File: config.mk
export PLATFORM = sky130hd
export DESIGN_NAME = pwm_cfg_sched
export DESIGN_NICKNAME = d
export VERILOG_FILES = /design/src/rtl/pwm_cfg_sched.sv
export SDC_FILE = /design/constraint.sdc
export NUM_CORES = 1
export LEC_CHECK = 0
export ABC_AREA = 0
export BUFFER_PORTS_ARGS = -buffer_cell sky130_fd_sc_hd__buf_2
export CELL_PAD_IN_SITES_DETAIL_PLACEMENT = 0
export CELL_PAD_IN_SITES_GLOBAL_PLACEMENT = 2
export CORE_UTILIZATION = 31
export DETAILED_ROUTE_END_ITERATION = 6
export PLACE_DENSITY = 0.83
export SLEW_MARGIN = 15
export SYNTH_ARGS = -nofsm -noshare
export SYNTH_HDL_FRONTEND = slang
export SYNTH_SLANG_ARGS = --single-unit
File: constraint.sdc
create_clock -name clk -period 3.8 [get_ports clk]
set_input_delay 0.76 -clock clk [delete_from_list [all_inputs] [get_ports clk]]
set_output_delay 0.76 -clock clk [all_outputs]
set_load 0.005 [all_outputs]
File: src/rtl/pwm_cfg_sched.sv
// Double-buffered PWM configuration: host fills shadow registers, a validated commit copies them
// to the active set on the next timebase-zero cycle so a PWM period never mixes old and new settings.
module pwm_cfg_sched #(
    parameter int WIDTH  = 18,
    parameter int HRBITS = 3
) (
    input  logic                     clk,
    input  logic                     rst,
    input  logic [WIDTH-HRBITS-1:0]  tb,
    input  logic                     wr_valid,
    output logic                     wr_ready,
    input  logic [2:0]               wr_addr,
    input  logic [WIDTH-1:0]         wr_data,
    input  logic                     wr_commit,
    output logic [WIDTH-HRBITS-1:0]  prd,
    output logic [WIDTH-1:0]         cmp0H,
    output logic [WIDTH-1:0]         cmp0L,
    output logic [WIDTH-1:0]         cmp1H,
    output logic [WIDTH-1:0]         cmp1L,
    output logic                     pending,
    output logic                     done,
    output logic                     err
);

    localparam int PW = WIDTH - HRBITS;

    typedef enum logic [1:0] {
        IDLE  = 2'd0,
        ARMED = 2'd1,
        HOLD  = 2'd2
    } state_t;

    state_t          state;
    logic [PW-1:0]   sh_prd;
    logic [WIDTH-1:0] sh_c0h, sh_c0l, sh_c1h, sh_c1l;

    // Shadow set as it will look after this beat's write; commit validation uses it.
    logic [PW-1:0]    nx_prd;
    logic [WIDTH-1:0] nx_c0h, nx_c0l, nx_c1h, nx_c1l;
    logic             accept;
    logic             addr_ok;
    logic             cfg_ok;

    assign accept  = wr_valid && wr_ready;
    assign addr_ok = (wr_addr <= 3'd4);

    always_comb begin
        nx_prd = sh_prd;
        nx_c0h = sh_c0h;
        nx_c0l = sh_c0l;
        nx_c1h = sh_c1h;
        nx_c1l = sh_c1l;
        if (accept) begin
            case (wr_addr)
                3'd0:    nx_prd = wr_data[PW-1:0];
                3'd1:    nx_c0h = wr_data;
                3'd2:    nx_c0l = wr_data;
                3'd3:    nx_c1h = wr_data;
                3'd4:    nx_c1l = wr_data;
                default: ;
            endcase
        end
        cfg_ok = (nx_c0h[WIDTH-1:HRBITS] <= nx_prd) &&
                 (nx_c0l[WIDTH-1:HRBITS] <= nx_prd) &&
                 (nx_c1h[WIDTH-1:HRBITS] <= nx_prd) &&
                 (nx_c1l[WIDTH-1:HRBITS] <= nx_prd);
    end

    always_ff @(posedge clk) begin
        if (rst) begin
            state    <= IDLE;
            sh_prd   <= '1;
            sh_c0h   <= '0;
            sh_c0l   <= '0;
            sh_c1h   <= '0;
            sh_c1l   <= '0;
            prd      <= '1;
            cmp0H    <= '0;
            cmp0L    <= '0;
            cmp1H    <= '0;
            cmp1L    <= '0;
            wr_ready <= 1'b1;
            pending  <= 1'b0;
            done     <= 1'b0;
            err      <= 1'b0;
        end else begin
            done <= 1'b0;
            err  <= 1'b0;
            case (state)
                IDLE: begin
                    if (wr_valid) begin
                        sh_prd <= nx_prd;
                        sh_c0h <= nx_c0h;
                        sh_c0l <= nx_c0l;
                        sh_c1h <= nx_c1h;
                        sh_c1l <= nx_c1l;
                        if (!addr_ok)
                            err <= 1'b1;
                        if (wr_commit) begin
                            if (cfg_ok) begin
                                state    <= ARMED;
                                pending  <= 1'b1;
                                wr_ready <= 1'b0;
                            end else begin
                                err <= 1'b1;
                            end
                        end
                    end
                end
                ARMED: begin
                    // The core reloads tb from the old prd on this same edge.
                    if (tb == '0) begin
                        prd     <= sh_prd;
                        cmp0H   <= sh_c0h;
                        cmp0L   <= sh_c0l;
                        cmp1H   <= sh_c1h;
                        cmp1L   <= sh_c1l;
                        pending <= 1'b0;
                        done    <= 1'b1;
                        state   <= HOLD;
                    end
                end
                HOLD: begin
                    state    <= IDLE;
                    wr_ready <= 1'b1;
                end
                default: begin
                    state    <= IDLE;
                    wr_ready <= 1'b1;
                    pending  <= 1'b0;
                end
            endcase
        end
    end

endmodule

==> results.sh <==
export IMPL_rrSetupSlack_ns=0.23
export IMPL_finalSetupViolCount=0
export IMPL_worst_setup_path_start_kind="input port"
export IMPL_hpwl_um=23300
export IMPL_grt_pass1_vias=8056
export IMPL_r2r_start="wr_ready"
export IMPL_synth_edf_count=0
export IMPL_synthFlopType="dfxtp_1"
export IMPL_cp_required_ns=4.17
export IMPL_tightestPinTransition_ns=1.02
export IMPL_final_cell_mix="nand2_1, dfxtp_1, buf_2"
export IMPL_avgViaCountPerCell=5.16
export IMPL_wl_um=31900
export IMPL_ys_seq_area_share_pct=40.4
export IMPL_p_per_area_nw_per_um2=386
export IMPL_yosysTopAreaCellShare_pct=40.4
export IMPL_hp_class="reg2reg"
export IMPL_diodes=0
export IMPL_initial_core_util_pct=31.8
export IMPL_post_route_min_period_ns=3.57
export IMPL_drive_gt1_share_pct=24.6
export IMPL_die_w_um=172
export IMPL_grt_overflow_total=0
export IMPL_drt_initial_drc_count=635
export IMPL_end_kind="flip-flop"
export IMPL_hold_viol_final=0
export IMPL_period_share_pct=94.1
export IMPL_numPortBuffers=130
export IMPL_synthArstFlopShare_pct=0
export IMPL_path_clk_slew_ns=0.07
export IMPL_antenna_found_initial=1
export IMPL_drt_pass1_iter_count=5
export IMPL_relSlewSlack_pct=31.6
export IMPL_syn_to_final_growth_pct=24.1
export IMPL_netlist_top_cells_area="dfxtp_1, nand2_1, a21oi_1"
export IMPL_startpoint="wr_addr[2]"
export IMPL_arrival_ns=3.95
export IMPL_dpl_cell_area_um2=10500
export IMPL_finalClockSkew_ns=0.00787
export IMPL_vias=8489
export IMPL_slew_violations=0
export IMPL_critPathMaxFanout=5
export IMPL_syn_inst=1087
export IMPL_rows=61
export IMPL_wl_per_cell_um=19.4
export IMPL_total_power_mw=4.28
export IMPL_clockBufferDepth=2
export IMPL_die_y_um=172
export IMPL_cts_buffers=17
export IMPL_grt_max_degree=90
export IMPL_cts_sinks=180
export IMPL_final_cell_area_um2=11100
export IMPL_h_tree_depth=4
export IMPL_gp_congestion=0.946
export IMPL_drtAntennaViolNets=0
export IMPL_synth_fp_nets=1163
export IMPL_maxCapViolations=0
export IMPL_synth_area_leader_cell="dfxtp_1"
export IMPL_hold_start="cmp0L[7]"
export IMPL_drc=0
export IMPL_final_common_cell="nand2_1"
export IMPL_p_leak_nw=4.67
export IMPL_pin_count=131
export IMPL_grt_pass1_wl_um=48600
export IMPL_cts_hold_buffers=0
export IMPL_finalNetCount=1332
export IMPL_rsz0062_at_grt="no"
export IMPL_design_die_area_um2=29500
export IMPL_yosys_register_bits=180
export IMPL_yosysUniqueCellTypes=74
export IMPL_status="finished, final reports clean"
export IMPL_postSynthAreaPerCell_um2=8.21
export IMPL_yosysWarnings=0
export IMPL_fmax_ghz=0.280
export IMPL_irDropWorstVdd_mv=0.236
export IMPL_grt_usage_pct=22.3
export IMPL_cts_tree="yes"
export IMPL_worstSetupPathType="in2reg"
export IMPL_clk_latency_ns=0.44
export IMPL_cts_setup_buffers=0
export IMPL_root_buffer="clkbuf_16"
export IMPL_core_area_um2=28100
export IMPL_synth_cell_area_um2=8930
final timing paths:
check              to  depth (start not counted)
max reg2reg   pending                         11
max           pending                         12
min reg2reg  cmp0L[7]                          2
min          cmp0L[7]                          2
routing by layer:
layer	up-vias	wire [µm]	global-route usage, %
met1	4048	15300	30.0
met2	204	14400	35.3
met5	-	10	0
met3	52	1230	3.41
met4	2	988	9.28
li1	4183	-	-
kinds of logic (layout without fill, tap and decap cells):
family	count (synthesis)	count (layout)	synth area share, %
XOR/XNOR	9	9	0.883
buffers and inverters	83	264	3.98
AND/OR/NAND/NOR	445	445	22.3
AO/OA/AOI/OAI	261	261	18.7
multiplexers	69	69	8.24
flip-flops	180	180	40.4
adder cells (fa/ha/maj)	40	40	5.49
timing repair:
item	in CTS	in global routing
gates resized for setup	0	1
endpoints found under the hold margin	0	0
setup endpoints to repair	0	2
critical path, cell delays in order:
cell and delay, ns:
buf_2 0.12, buf_4 0.13, nand4b_1 0.22, nor2_2 0.34
mux2_2 0.40, ha_1 0.30, and4_1 0.22, nand3_1 0.08
or4b_1 0.53, or4_1 0.51, a21bo_1 0.22, o21ai_1 0.12
Yosys cell counts (all sizes together), types with 5 or more instances:
| library cell | instances |
|---|---|
| a31oi | 5 |
| a21o | 8 |
| a21oi | 124 |
| o2111ai | 5 |
| dfxtp | 180 |
| inv | 9 |
| a21boi | 8 |
| a311oi | 8 |
| nand3b | 18 |
| ha | 36 |
| mux2 | 36 |
| nand2 | 284 |
| nand3 | 20 |
| nor2 | 65 |
| o21ai | 22 |
| mux2i | 33 |
| buf | 20 |
| a211oi | 28 |
| a211o | 16 |
| and3 | 12 |
| clkbuf | 54 |
| xnor2 | 8 |
| nor4 | 6 |
| o211ai | 9 |
flip-flops by register name, indices dropped and copies added (netlist names), 2 cells and up, named ones only:
| name | flops |
|---|---|
| sh_prd | 14 |
| sh_c1l | 18 |
| cmp1H | 18 |
| prd | 15 |
| cmp0L | 18 |
| cmp1L | 18 |
| sh_c0h | 18 |
| state | 2 |
| sh_c0l | 18 |
| cmp0H | 18 |
| sh_c1h | 18 |
report_power, final:
| part | total (mW) | switching, mW | internal [mW] |
|---|---|---|---|
| clock | 1.72 | 0.773 | 0.950 |
| combinational | 0.584 | 0.357 | 0.226 |
| sequential | 1.97 | 0.0468 | 1.93 |
| total | 4.28 | 1.18 | 3.10 |
layout make-up:
| cell class | count | area, µm² |
|---|---|---|
| multi-input cells | 824 | 5020 |
| well taps | 378 | 473 |
| inverters | 9 | 33.8 |
| repair buffers | 224 | 1400 |
| flip-flops and latches | 180 | 3600 |
| clock inverters | 8 | 77.6 |
| clock buffers | 23 | 478 |
| fillers | 3008 | 17000 |
per-stage QoR:
stage | hold WS, ns | instances | utilization, % | setup TNS [ns] | setup slack (ns)
after floorplan | 0.431 | 1087 | - | 0 | 0.00407
after global placement | 0.440 | 1614 | 37.4 | -0.817 | -0.246
after detailed placement | 0.445 | 1614 | 37.4 | -0.698 | -0.204
after CTS | 0.453 | 1645 | 39.4 | 0 | 0.247
after global routing | 0.473 | 1646 | 39.5 | 0 | 0.00987
final | 0.451 | 1646 | 39.5 | 0 | 0.225
Note: power is estimated with default switching activity, not from simulation.
